`config.mk`:
```
export PLATFORM = sky130hd
export DESIGN_NAME = serial_adder
export DESIGN_NICKNAME = d
export VERILOG_FILES = /design/src/rtl/arith_pkg.sv /design/src/rtl/full_adder.sv /design/src/rtl/serial_adder.sv
export SDC_FILE = /design/constraint.sdc
export NUM_CORES = 1
export LEC_CHECK = 0
export ABC_AREA = 1
export ABC_CLOCK_PERIOD_IN_PS = 1400
export BUFFER_PORTS_ARGS = -buffer_cell sky130_fd_sc_hd__buf_2
export CORE_ASPECT_RATIO = 2
export CORE_MARGIN = 1
export CORE_UTILIZATION = 35
export DETAILED_ROUTE_END_ITERATION = 10
export PLACE_DENSITY = 0.61
export SETUP_SLACK_MARGIN = 0.3
export SYNTH_ARGS = -nofsm -noshare
export SYNTH_HDL_FRONTEND = slang
export SYNTH_SLANG_ARGS = --single-unit
```
`constraint.sdc`:
```
create_clock -name clk -period 1.4 [get_ports clk]
set_input_delay 0.07 -clock clk [delete_from_list [all_inputs] [get_ports clk]]
set_output_delay 0.07 -clock clk [all_outputs]
set_load 0.03 [all_outputs]
```
`src/rtl/arith_pkg.sv`:
```
// Shared arithmetic datapath types and defaults.
package arith_pkg;

  typedef enum logic [1:0] {
    IDLE = 2'd0,
    RUN  = 2'd1,
    DONE = 2'd2
  } serial_state_t;

  localparam int unsigned SERIAL_WIDTH_DEFAULT = 8;

endpackage

```
`src/rtl/full_adder.sv`:
```
// One-bit combinational full adder cell.
module full_adder (
  input  logic a,
  input  logic b,
  input  logic cin,
  output logic sum,
  output logic cout
);

  logic w_half;

  // Sum and carry of a single bit position.
  assign w_half = a ^ b;
  assign sum    = w_half ^ cin;
  assign cout   = (a & b) | (cin & w_half);

endmodule

```
`src/rtl/serial_adder.sv`:
```
// Bit-serial adder: one bit per clock, LSB first, valid/ready on both sides.
module serial_adder
  import arith_pkg::*;
#(
  parameter int unsigned WIDTH = SERIAL_WIDTH_DEFAULT
) (
  input  logic             clk,
  input  logic             rst_n,
  input  logic             in_valid,
  output logic             in_ready,
  input  logic [WIDTH-1:0] a,
  input  logic [WIDTH-1:0] b,
  input  logic             cin,
  output logic             out_valid,
  input  logic             out_ready,
  output logic [WIDTH-1:0] sum,
  output logic             cout,
  output logic             ovf
);

  localparam int unsigned        CNT_W    = $clog2(WIDTH);
  localparam logic [CNT_W-1:0]   CNT_LAST = CNT_W'(WIDTH - 1);

  serial_state_t    r_state;
  serial_state_t    w_next_state;
  logic [WIDTH-1:0] r_a;
  logic [WIDTH-1:0] r_b;
  logic [WIDTH-1:0] r_sum;
  logic             r_carry;
  logic             r_msb_cin;
  logic [CNT_W-1:0] r_cnt;
  logic             w_in_hs;
  logic             w_last;
  logic             w_sum_bit;
  logic             w_carry_out;

  // Single adder cell reused for every bit position.
  full_adder u_fa (
    .a    (r_a[0]),
    .b    (r_b[0]),
    .cin  (r_carry),
    .sum  (w_sum_bit),
    .cout (w_carry_out)
  );

  // Ready is a pure state decode, forced low while reset is held.
  assign in_ready = (r_state == IDLE) && rst_n;
  assign w_in_hs  = in_valid && in_ready;
  assign w_last   = (r_cnt == CNT_LAST);

  // State register.
  always_ff @(posedge clk or negedge rst_n) begin
    if (!rst_n) begin
      r_state <= IDLE;
    end else begin
      r_state <= w_next_state;
    end
  end

  // Next-state decode.
  always_comb begin
    w_next_state = r_state;
    case (r_state)
      IDLE:    if (w_in_hs)   w_next_state = RUN;
      RUN:     if (w_last)    w_next_state = DONE;
      DONE:    if (out_ready) w_next_state = IDLE;
      default: w_next_state = IDLE;
    endcase
  end

  // Operand load, per-bit shift and carry/counter update.
  always_ff @(posedge clk or negedge rst_n) begin
    if (!rst_n) begin
      r_a       <= '0;
      r_b       <= '0;
      r_sum     <= '0;
      r_carry   <= 1'b0;
      r_msb_cin <= 1'b0;
      r_cnt     <= '0;
    end else if (w_in_hs) begin
      r_a     <= a;
      r_b     <= b;
      r_carry <= cin;
      r_cnt   <= '0;
    end else if (r_state == RUN) begin
      r_a     <= {1'b0, r_a[WIDTH-1:1]};
      r_b     <= {1'b0, r_b[WIDTH-1:1]};
      r_sum   <= {w_sum_bit, r_sum[WIDTH-1:1]};
      r_carry <= w_carry_out;
      r_cnt   <= r_cnt + CNT_W'(1);
      // Carry into the MSB is needed later for overflow detection.
      if (w_last) begin
        r_msb_cin <= r_carry;
      end
    end
  end

  // Result outputs come straight from registers held stable in DONE.
  assign out_valid = (r_state == DONE);
  assign sum       = r_sum;
  assign cout      = r_carry;
  assign ovf       = r_msb_cin ^ r_carry;

endmodule

```
=== Yosys cells after proc, flatten, opt, wreduce, memory -nomap -nowiden ===
Index checks and enable logic that the tools add are counted.

* Bits in registers: 31
* Output and inout bits: 12
* Input bits: 21
* Word-level logic and storage cells: 40

* Reduce and logical (&&, ||, !) cells: 7
* Add/sub/neg operators: 1
* Mux-type cells: 12
* Equality and inequality tests: 6
* Bitwise logic cells: 7

{| class="wikitable"
|+ Operators by type and width
! operator !! count
|-
| two-way mux 8 bit || 4
|-
| two-way mux 2 bit || 3
|-
| two-way mux 3 bit || 2
|-
| one-hot mux 2 bit (3 select lines) || 1
|-
| AND reduction 3 bit || 2
|-
| inequality test 2 bit (second input constant) || 2
|-
| adder 3 x 1 -> 3 bit (second input constant) || 1
|-
| equality test 3 bit (second input constant) || 1
|-
| bitwise XOR 1 bit || 3
|-
| bitwise AND 1 bit || 2
|-
| equality test 2 x 1 -> 1 bit (second input constant) || 1
|-
| equality test 2 bit (second input constant) || 1
|-
| logical AND 1 bit || 2
|-
| logical NOT 2 bit || 1
|-
| two-way mux 1 bit || 2
|-
| inequality test 2 x 1 -> 1 bit (second input constant) || 1
|-
| AND reduction 2 bit || 1
|-
| nonzero test 2 bit || 1
|-
| inverter 1 bit || 1
|-
| bitwise OR 1 bit || 1
|}

=== Depth between registers and ports, before layout ===
* Word-level depth: 5
* Gate-level depth with buffers: 7
* Depth with buffers taken out: 6

=== Hierarchy ===
A second synthesis with hierarchy kept.

* Cell total of the unflattened synthesis: 206
* Area, all modules: 1616.6 µm²

{| class="wikitable"
|+ By module, submodules not included
! module !! area an instance (µm²) !! times used !! cells each !! sequential area each (µm²)
|-
| serial_adder || 1596.5 || 1 || 205 || 775.7
|-
| full_adder || 20.0 || 1 || 1 || 0.0
|}

=== Least setup slack after synthesis ===
OpenSTA, ideal clock, no wires.

* Path type: register -> register
* Start point: reg r_carry (netlist: cout)
* End point: reg r_carry (netlist: cout)
* Path buffers: 0
* Library setup time: 0.118 ns
* Clock period less this slack: 1.287 ns
* Required time: 1.282 ns
* Arrival: 1.169 ns
* Slack: 0.113 ns
* Cell stages (with the launch flop): 6
* Path through: dfrtp_1 > fa_1 > nand2_1 > nand2_1 > nand2_1 > nand2_1

* Longest elaborated chain between the ends: 4

{| class="wikitable"
|+ Ends and longest elaborated chain
! item !! line !! text
|-
| from (decl) || serial_adder.sv:29 || <nowiki>logic r_carry;</nowiki>
|-
| from (signal assigned) || serial_adder.sv:83 || <nowiki>r_carry <= cin;</nowiki>
|-
| from (signal assigned) || serial_adder.sv:89 || <nowiki>r_carry <= w_carry_out;</nowiki>
|-
| bitwise AND 1 bit || full_adder.sv:15 || <nowiki>assign cout = (a & b) | (cin & w_half);</nowiki>
|-
| bitwise OR 1 bit || full_adder.sv:15 ||
|-
| two-way mux 1 bit || serial_adder.sv:85 || <nowiki>end else if (r_state == RUN) begin</nowiki>
|-
| two-way mux 1 bit || serial_adder.sv:80 || <nowiki>end else if (w_in_hs) begin</nowiki>
|}

Every way passes these cells. The select of a mux whose other input is x is not followed.
A chain may end at the register's enable or synchronous reset.

=== Worst setup path after layout ===
* Start point: reg r_state[0]
* End point: out in_ready

* Longest elaborated chain between the ends: 2

{| class="wikitable"
|+ Ends and longest elaborated chain
! item !! line !! text
|-
| from (decl) || serial_adder.sv:24 || <nowiki>serial_state_t r_state;</nowiki>
|-
| from (signal assigned) || serial_adder.sv:56 || <nowiki>r_state <= w_next_state;</nowiki>
|-
| logical NOT 2 bit || serial_adder.sv:47 || <nowiki>assign in_ready = (r_state == IDLE) && rst_n;</nowiki>
|-
| logical AND 1 bit || serial_adder.sv:47 ||
|-
| to (decl) || serial_adder.sv:10 || <nowiki>output logic in_ready,</nowiki>
|}

Every way passes these cells.

==> reports/results.tsv <==
metric	value	unit
CP Max Fanout	2	
register area	779.5	um2
Detail Route Antenna Nets	0	
GP Congestion	0.7036	
P_sw	2.148	mW
nets@finish	277	
Yosys cell types	21	
synthesized flop and latch total	31	
buffers added on ports	32	
full die area	4915	um2
via count	1486	
skew final	0.005135	ns
Rel. slew slack	80.08	%
Sink Count	31	
commonest non-fill, non-tap cell in the layout	nand2_1	
FF-to-FF setup slack	0.18	ns
Hold Fails Final Rpt	25	
max-slew violations	0	
Seq pwr share	31.9	%
ANT cells	0	
H-tree levels	2	
grt total ovfl	0	
minimum clock period	1.278	ns
hold bufs inserted after CTS	2	
fmax	782.7	MHz
Net Sw Frac	43.81	%
unrepaired setup endpoints after global routing	true	
Tcrit/Tclk final	91.26	%
synth top area cells	dfrtp_1 (48%), nand2_1 (20%), nand3_1 (6.5%), nand4_1 (5.8%), inv_1 (4.9%)	
Die W	50.08	um
initial drt markers	29	
global-route wire length before repair	6.520	mm
Synth Net Count	231	
Int Pwr	2.755	mW
critical path launch point type	register	
antenna violations before repair	0	
WL per Instance	13.45	um
Least-Margin Pin Slew	0.2978	ns
largest net degree at the start of global routing	38	
Clk Latency, worst-skew pair	0.28	ns
failing checks	negative hold slack	
layout cell share with drive strength beyond 1	32.02	%
PD cells	2227	nW/um2
Max Cap Viol	0	
commonest cells after routing, fill and taps aside	nand2_1 (85), buf_2 (29), dfrtp_1 (28)	
Num CTS Buffers	5	
GRT Util Overall	17.43	%
Die H	98.15	um
number of global-route vias before repair	1433	
sequential fraction of the synthesis area	47.95	%
CTS tree	yes	
CP Class	register to primary output	
Leak	1.198	nW
Gate power share	53.5	%
worst hold slack	-0.06344	ns
deepest clock path buffer count	2	
top cell type's share of synthesized area	47.95	%
Synth warnings	0	
CORE AREA	4382	um2
Initial Util	36.92	%
setup violators final	0	
status	finished, violations left	
multi-input logic area	805.8	um2
DRC violations left	0	
worst vdd rail ir drop	1074	uV
clk root buf	clkbuf_8	
Hold Path Class	input port to async pin	
Layout area overhead	36.12	%
clock-pin slew on the worst setup and hold paths	0.07	ns
cell accounting for the most synthesized area	dfrtp_1	
arrival time worst endpoint	1.21	ns
Top Ports	33	
DP HPWL	2.235	mm
num rows	34	
FILL cells	481	
Clock Power Share	14.6	%
critical path capture point type	primary output	
overall routed net length	4.128	mm
Pre-antenna DRT Iters	4	
Post-Syn Area	1618	um2
Req. time, crit path	1.33	ns
Post-Synthesis Cells	207	
syn avg cell area	7.815	um2
drt via density	4.840	
Total Neg Setup Slack	0	ns
flip-flops by register name (all words and copies together) (netlist names):
name,flops
cout,1
r_state,2
r_cnt,3
sum,8
r_b,8
r_a,8
r_msb_cin,1
cell usage after synthesis:
library cell  instances
nand3_4               1
clkbuf_1              2
nor2_1                1
nand3_1              21
ha_1                  2
nor2_4                2
buf_2                 6
xor2_1                1
nand3b_1              1
buf_6                 2
o21ai_0               7
nand2_1              87
buf_4                 2
nand4_1              15
dfrtp_1              31
inv_1                21
inv_2                 1
clkbuf_2              1
and2_1                1
o31ai_1               1
fa_1                  1
layer usage:
metal | up-vias | part of all wire (%) | GRT usage [%]
met5 | - | 0 | 0
met4 | 0 | 1.6 | 6.593
met3 | 6 | 2.4 | 2.804
met2 | 25 | 57 | 32.31
met1 | 704 | 39 | 18.79
li1 | 751 | - | -
worst paths after layout:
kind | startpoint | cells past startpoint | end
setup / recovery | r_state[0] | 4 | in_ready
setup reg to reg | r_state[0] | 5 | r_a[3]
max in group asynchronous | rst_n | 3 | r_state[0]
hold reg to reg | sum[0] | 2 | sum[0]
hold / removal | rst_n | 2 | sum[0]
min in group clk | b[7] | 3 | r_b[7]
power groups by stage:
stage	combinational, mW	clock [mW]	sequential (mW)
final	2.62	0.717	1.56
after global placement	2.07	0	1.59
after global routing	2.92	0.765	1.62
after floorplan	1.41	0	1.77
after detailed placement	2.11	0	1.60
after CTS	2.35	0.737	1.57
per-stage QoR:
| stage | setup WS [ns] | utilization, % | instance area (um2) | cells | power (mW) |
|---|---|---|---|---|---|
| finish | 0.1224 | 50.26 | 2202 | 307 | 4.903 |
| global route | 0.07992 | 50.26 | 2202 | 307 | 5.302 |
| CTS | 0.1219 | 47.97 | 2102 | 301 | 4.662 |
| detailed placement | 0.07258 | 43.38 | 1901 | 286 | 3.715 |
| global placement | 0.1018 | 43.38 | 1901 | 286 | 3.664 |
| floorplan | 0.2375 | - | 1692 | 207 | 3.183 |
what timing repair did:
action | in CTS | in global routing
endpoints found under the hold margin | 32 | 25
buffers inserted | 5 | 2
gates resized for setup | 14 | 10
setup endpoints to repair | 27 | 34
gates cloned | 1 | 4
pin swaps | 2 | 0
area by class of cell:
| class | count | share of cell area, % |
|---|---|---|
| sequential | 31 | 35.40 |
| inverter | 22 | 3.977 |
| clock buffer | 6 | 3.750 |
| multi-input combinational | 144 | 36.59 |
| timing repair buffer | 49 | 16.99 |
| tap | 54 | 3.068 |
| clock inverter | 1 | 0.2273 |
worst max-delay path, cell delays in order, from the launching register on:
cell and delay (ns):
dfrtp_2 0.43, nor2_4 0.13, buf_8 0.11, and2_4 0.13, buf_6 0.12
cells by family after synthesis:
kind of cell | share of synthesized area (%)
xor gates and xnor gates | 0.5415
buffers and inverters | 10.05
AOI/OAI and AO/OA | 2.629
and+or+nand+nor | 36.04
DFF | 47.95
adders and majority gates | 2.784
Note: power is estimated with default switching activity, not from simulation.
